File: config.mk
export PLATFORM = sky130hd
export DESIGN_NAME = vga_timing_gen
export DESIGN_NICKNAME = d
export VERILOG_FILES = /design/src/rtl/vga_timing_gen.sv
export SDC_FILE = /design/constraint.sdc
export NUM_CORES = 1
export LEC_CHECK = 0
export CAP_MARGIN = 20
export CORE_MARGIN = 1
export CORE_UTILIZATION = 48
export DETAILED_ROUTE_END_ITERATION = 8
export PLACE_DENSITY = 0.84
export SLEW_MARGIN = 5
export SYNTH_ARGS = -nofsm -noshare
export SYNTH_HDL_FRONTEND = slang
export SYNTH_SLANG_ARGS = --single-unit
File: constraint.sdc
create_clock -name clock -period 2.74 [get_ports clock]
set_input_delay 0.274 -clock clock [delete_from_list [all_inputs] [get_ports clock]]
set_output_delay 0.274 -clock clock [all_outputs]
set_load 0.02 [all_outputs]
File: src/rtl/vga_timing_gen.sv
// rtl/vga_timing_gen.sv - VGA raster timing generator with pixel-data alignment pipeline
// Counters present x/y to the renderer; sync/de/colour reach the pins PIPE+1 clocks later.
module vga_timing_gen #(
  parameter int   H_ACTIVE = 640,
  parameter int   H_FP     = 16,
  parameter int   H_SYNC   = 96,
  parameter int   H_BP     = 48,
  parameter int   V_ACTIVE = 480,
  parameter int   V_FP     = 10,
  parameter int   V_SYNC   = 2,
  parameter int   V_BP     = 33,
  parameter logic HS_POL   = 1'b0,
  parameter logic VS_POL   = 1'b0,
  parameter int   COLOR_W  = 1,
  parameter int   PIX_DIV  = 1,
  parameter int   PIPE     = 1,
  parameter int   CW       = 10
) (
  input  logic                   clock,
  input  logic                   reset_n,
  input  logic                   enable,
  input  logic [3*COLOR_W-1:0]   rgb_in,
  output logic [CW-1:0]          x,
  output logic [CW-1:0]          y,
  output logic                   active,
  output logic                   frame_start,
  output logic [COLOR_W-1:0]     R,
  output logic [COLOR_W-1:0]     G,
  output logic [COLOR_W-1:0]     B,
  output logic                   h_sync,
  output logic                   v_sync,
  output logic                   de
);

  localparam int H_TOTAL = H_ACTIVE + H_FP + H_SYNC + H_BP;
  localparam int V_TOTAL = V_ACTIVE + V_FP + V_SYNC + V_BP;
  localparam logic [CW-1:0] H_LAST   = CW'(H_TOTAL - 1);
  localparam logic [CW-1:0] V_LAST   = CW'(V_TOTAL - 1);
  localparam logic [3:0]    DIV_LAST = 4'(PIX_DIV - 1);
  // One extra bit so a window ending exactly at 2**CW still decodes
  localparam logic [CW:0] HA_W  = (CW+1)'(H_ACTIVE);
  localparam logic [CW:0] VA_W  = (CW+1)'(V_ACTIVE);
  localparam logic [CW:0] HS0_W = (CW+1)'(H_ACTIVE + H_FP);
  localparam logic [CW:0] HS1_W = (CW+1)'(H_ACTIVE + H_FP + H_SYNC);
  localparam logic [CW:0] VS0_W = (CW+1)'(V_ACTIVE + V_FP);
  localparam logic [CW:0] VS1_W = (CW+1)'(V_ACTIVE + V_FP + V_SYNC);

  logic [CW-1:0] x_q, x_d, y_q, y_d;
  logic [3:0]    div_q, div_d;
  logic          run_q, fs_q, fs_d;
  logic          tick;
  logic [CW:0]   x_w, y_w;
  logic          act_raw, hs_raw, vs_raw;
  logic [2:0]    stg_in, dly;

  logic [COLOR_W-1:0] r_q, g_q, b_q;
  logic               hs_q, vs_q, de_q;

  assign tick = (div_q == DIV_LAST);

  always_comb begin
    x_d   = x_q;
    y_d   = y_q;
    div_d = div_q;
    fs_d  = 1'b0;
    if (!enable) begin
      x_d   = '0;
      y_d   = '0;
      div_d = '0;
    end else if (!run_q) begin
      fs_d = 1'b1;
    end else if (tick) begin
      div_d = '0;
      if (x_q == H_LAST) begin
        x_d = '0;
        if (y_q == V_LAST) begin
          y_d  = '0;
          fs_d = 1'b1;
        end else begin
          y_d = y_q + CW'(1);
        end
      end else begin
        x_d = x_q + CW'(1);
      end
    end else begin
      div_d = div_q + 4'd1;
    end
  end

  always_ff @(posedge clock or negedge reset_n) begin
    if (!reset_n) begin
      x_q   <= '0;
      y_q   <= '0;
      div_q <= '0;
      run_q <= 1'b0;
      fs_q  <= 1'b0;
    end else begin
      x_q   <= x_d;
      y_q   <= y_d;
      div_q <= div_d;
      run_q <= enable;
      fs_q  <= fs_d;
    end
  end

  assign x_w     = {1'b0, x_q};
  assign y_w     = {1'b0, y_q};
  assign act_raw = run_q && (x_w < HA_W) && (y_w < VA_W);
  assign hs_raw  = run_q && (x_w >= HS0_W) && (x_w < HS1_W);
  assign vs_raw  = run_q && (y_w >= VS0_W) && (y_w < VS1_W);
  // Gating with enable flushes idle into the pipe on the very edge enable drops
  assign stg_in  = enable ? {vs_raw, hs_raw, act_raw} : 3'b000;

  generate
    if (PIPE == 0) begin : g_nopipe
      assign dly = stg_in;
    end else begin : g_pipe
      logic [2:0] sr_q [PIPE];
      always_ff @(posedge clock or negedge reset_n) begin
        if (!reset_n) begin
          for (int i = 0; i < PIPE; i++) sr_q[i] <= 3'b000;
        end else begin
          sr_q[0] <= stg_in;
          for (int i = 1; i < PIPE; i++) sr_q[i] <= sr_q[i-1];
        end
      end
      assign dly = sr_q[PIPE-1];
    end
  endgenerate

  always_ff @(posedge clock or negedge reset_n) begin
    if (!reset_n) begin
      r_q  <= '0;
      g_q  <= '0;
      b_q  <= '0;
      de_q <= 1'b0;
      hs_q <= ~HS_POL;
      vs_q <= ~VS_POL;
    end else begin
      r_q  <= dly[0] ? rgb_in[0 +: COLOR_W]         : '0;
      g_q  <= dly[0] ? rgb_in[COLOR_W +: COLOR_W]   : '0;
      b_q  <= dly[0] ? rgb_in[2*COLOR_W +: COLOR_W] : '0;
      de_q <= dly[0];
      hs_q <= dly[1] ? HS_POL : ~HS_POL;
      vs_q <= dly[2] ? VS_POL : ~VS_POL;
    end
  end

  assign x           = x_q;
  assign y           = y_q;
  assign active      = act_raw;
  assign frame_start = fs_q;
  assign R           = r_q;
  assign G           = g_q;
  assign B           = b_q;
  assign h_sync      = hs_q;
  assign v_sync      = vs_q;
  assign de          = de_q;

endmodule

* Yosys cells after proc, flatten, opt, wreduce, memory -nomap -nowiden
Index checks and enable logic that the tools add are counted.
W data, S select, Z words.
** Storage, ports and cells
- Bits in registers :: 35
- Bits of input ports :: 6
- Output and inout port bits :: 28
** Cells by class
- $add $sub $neg :: 3
- Order comparisons :: 6
- Eq/ne operators :: 5
- Mux-type cells :: 23
- Reductions and logical operators :: 9
** Operators with widths (number)
- $mux W10 :: 9
- $add A10 B1 Y10 const B :: 2
- $eq A10 B10 Y1 const B :: 2
- $lt A10 B10 Y1 const B :: 2
- $lt A10 B9 Y1 const B :: 2
- $mux W4 :: 3
- $ge A10 B10 Y1 const B :: 1
- $ge A10 B9 Y1 const B :: 1
- $mux W1 :: 10
- $logic_and A1 B1 Y1 :: 6
- $ne A2 B1 Y1 const B :: 3
- $add A4 B1 Y4 const B :: 1
- $logic_not A4 Y1 :: 1
- $mux W3 :: 1
- $reduce_and A3 Y1 :: 1
- $reduce_and A2 Y1 :: 1

* Logic depth before layout (Yosys ltp)
- Word-level depth :: 6
- Gate-level depth with buffers :: 7
- Depth with buffers taken out :: 6

* Worst setup path after synthesis
OpenSTA, ideal clock, no wires.
- Path type :: flip-flop to flip-flop
- From :: reg x_q[5], in the netlist x[5]
- To :: reg y_q[8], in the netlist y[8]
- Library setup time :: 0.132 ns
- Arrival :: 2.090 ns
- Setup slack :: 0.518 ns
- Cell stages (with the launch flop) :: 7
- Path buffers :: 2
- Period minus slack after synthesis :: 2.222 ns
- Cell sequence :: dfrtp_1 buf_6 or4b_4 or4_4 buf_6 o311ai_1 o21ai_1
** Between the ends
- Cells in the longest elaborated chain, start to end :: 3
** RTL lines
- from (decl) :: RTL line 48 : logic [CW-1:0] x_q, x_d, y_q, y_d;
- from (signal assigned) :: RTL line 92 : x_q <= '0;
- from (signal assigned) :: RTL line 98 : x_q <= x_d;
- $eq A10 B10 Y1 :: RTL line 74 : if (x_q == H_LAST) begin
- $ne A2 B1 Y1 (no source line)
- $reduce_and A3 Y1 (no source line)
- to (signal assigned) :: RTL line 99 : y_q <= y_d;
- to (decl) :: RTL line 48
Every way passes these cells.
A chain may end at the register's enable or synchronous reset.

* Worst setup path after layout
- From :: reg x_q[6], in the netlist x[6]
- To :: reg y_q[8], in the netlist y[8]
Same word-level chain as after synthesis.

==> flow_summary.json <==
{
  "status": "finished clean",
  "skew_ns": 0.00630,
  "synth_compound_area_share_pct": 14.4,
  "synth-adder-area-share_pct": 4.14,
  "finalSetupViolCount": 0,
  "synthArstFlopShare_pct": 100,
  "cts_tree": "done",
  "synth_cells": 177,
  "antenna_found_initial": 0,
  "tns_ns": 0,
  "place_inst": 255,
  "synth_common_cells": "dfrtp_1, nor2_1, inv_1",
  "grt_overflow": 0,
  "drc": 0,
  "final_nets": 228,
  "die_y_um": 63.5,
  "htreeDepth": 2,
  "regToRegSetupSlack_ns": 0.57,
  "synth-simple-area-share_pct": 22.1,
  "ctsResizeCount": 0,
  "coreArea_sq_um": 3470,
  "timing.rr.end": "y[8]",
  "period_share_pct": 79.3,
  "cts_setup_buffers": 0,
  "yosys.area.top_type": "dfrtp_1",
  "synth_top_family_by_area": "simple AND/OR/NAND/NOR gates",
  "grt_max_degree": 36,
  "pwr_density_cell_nw_per_um2": 429,
  "path_class": "reg2reg",
  "drtIter0Drc": 41,
  "routed_wl_mm": 3.76,
  "rows": 21,
  "worstPathRequired_ns": 2.91,
  "slew_headroom_pct": 36.4,
  "diodes": 0,
  "initial_core_util_pct": 52.3,
  "io_pins": 34,
  "synth_cell_types": 48,
  "postCtsHoldBufs": 0,
  "p_total_uw": 982,
  "dominantRegCellSynth": "dfrtp_1",
  "drive_gt1_share_pct": 9.26,
  "dieArea_sq_um": 4030,
  "synth_top_area_share_pct": 45.5,
  "synth_area_leaders": "dfrtp_1, ha_1, xnor2_1",
  "finalHoldViolCount": 0,
  "min_period_ns": 2.17,
  "clockBufferDepth": 2,
  "synth_area_per_cell_sq_um": 10.2,
  "hold_class": "reg2reg",
  "synth-xor-area-share_pct": 5.31,
  "gp_congestion": 0.861,
  "synth_edf_count": 0,
  "yosysSeqAreaShare_pct": 48.4,
  "critPathArrivalTime_ns": 2.34,
  "cp-start-kind": "flip-flop",
  "worstMarginPinSlew_ns": 0.945,
  "endpoint": "y[8]",
  "cts.sinks": 35,
  "fin_ws_ns": 0.567,
  "clock-root-buffer": "clkbuf_8",
  "grt_pass1_vias": 1451,
  "ff2ff_path_depth": 4,
  "reg2reg_from": "x[6]",
  "dp_hpwl_mm": 2.67,
  "cts_made_buffers": 5,
  "vias": 1456,
  "grt.total_usage_pct": 21.6,
  "yosysWarnings": 0,
  "path_clk_slew_ns": 0.07,
  "crit_start": "x[6]",
  "cp-end-kind": "flip-flop",
  "grt_setup_unrepaired": "false",
  "worstPathMaxFanout": 8,
  "yosysMostFrequentCell": "dfrtp_1",
  "port_buffers": 33,
  "grt_pass1_wl_mm": 6.71,
  "syn-num-nets": 189,
  "max_freq_ghz": 0.460,
  "p_leak_uw": 0.000933,
  "fillCellCount": 295,
  "viasPerCell": 5.56,
  "area_growth_pct": 26.1,
  "clk_latency_ns": 0.29,
  "first_pass_iters": 4,
  "synth_mux_area_share_pct": 0.552,
  "wl_per_cell_um": 14.3,
  "irDropWorstVdd_v": 0.000301,
  "detail-route-antenna-nets": 0,
  "slew_viol_final": 0,
  "ys_ff_latch": 35,
  "instances_no_fill": 262,
  "die_w_um": 63.5,
  "max_cap_violations": 0,
  "place_ws_ns": 0.587,
  "syn_area_sq_um": 1810
}
-- sequential cells by signal, indices dropped and copies added (netlist names) --
name and cells:
dly 3, x 10, R 1, frame_start 1, G 1, div_q 4, B 1, y 10
v_sync 1, de 1, h_sync 1, run_q 1
-- cell usage in the layout, fill, tap and decap left out, drive strengths merged, types with 2 or more instances in the layout --
cell type	count
o2bb2ai	2
a2111oi	4
nand2	11
nand4	5
or4	2
dfrtp	33
inv	14
nand3	7
o21ai	4
and3	3
clkbuf	6
clkdlybuf4s50	33
nor3b	2
a21oi	3
nor4	2
ha	6
a22o	3
buf	5
xor2	4
or3	3
nand2b	2
and2	4
xnor2	7
nor2	17
dfstp	2
nor3	7
nand4bb	2
o31ai	6
-- kinds of logic (layout without fill, tap and decap cells) --
kind of cell | after synthesis | count (layout)
AO/OA/AOI/OAI | 32 | 32
XOR/XNOR | 11 | 11
adder cells (fa/ha/maj) | 6 | 6
buffers and inverters | 20 | 59
flip-flops | 35 | 35
multiplexers | 1 | 1
AND/OR/NAND/NOR | 72 | 72
-- routing by layer --
layer	global-route usage [%]	wire length [um]
met1	29.3	1810
met2	30.7	1670
met3	7.79	219
met4	9.38	57
met5	0	0
-- worst max-delay path, cell delays in order (launching register included) --
cell	delay, ns
dfrtp_1	0.46
or4b_4	0.59
or4_4	0.60
o311ai_1	0.29
o21ai_1	0.10
-- how the worst min path moves through the flow --
stage	from	endpoint	slack (ns)	depth (start not counted)
final	dly[2]	v_sync	0.35	1
after global routing	dly[2]	v_sync	0.38	1
after CTS	dly[2]	v_sync	0.35	1
after global placement	dly[2]	v_sync	0.34	1
after floorplan	reset_n	B	-0.02	0
after detailed placement	dly[2]	v_sync	0.34	1
-- final cells by class --
type	count	area [sq um]	share of cell area, %
Inverter	14	52.6	2.30
Timing Repair Buffer	38	368	16.1
Clock inverter	1	5.00	0.219
Clock buffer	6	82.6	3.61
Multi-Input combinational cell	122	845	36.9
Tap cell	46	57.6	2.52
Sequential cell	35	878	38.4
-- where the power goes --
part / total, uW / switching [uW] / leakage (uW) / internal (uW)
Combinational: 74.3 / 42.6 / 0.000413 / 31.7
Clock: 376 / 179 / 0.0000470 / 197
Sequential: 531 / 7.61 / 0.000474 / 524
Total: 982 / 230 / 0.000933 / 752
-- per-stage QoR --
step	util (%)	hold slack, ns	instance area, sq um
after detailed placement	63.5	0.343	2200
after global placement	63.5	0.341	2200
after floorplan	-	-0.0216	1810
after CTS	66.0	0.352	2290
after global routing	66.0	0.376	2290
final	66.0	0.349	2290
Note: power is estimated with default switching activity, not from simulation.
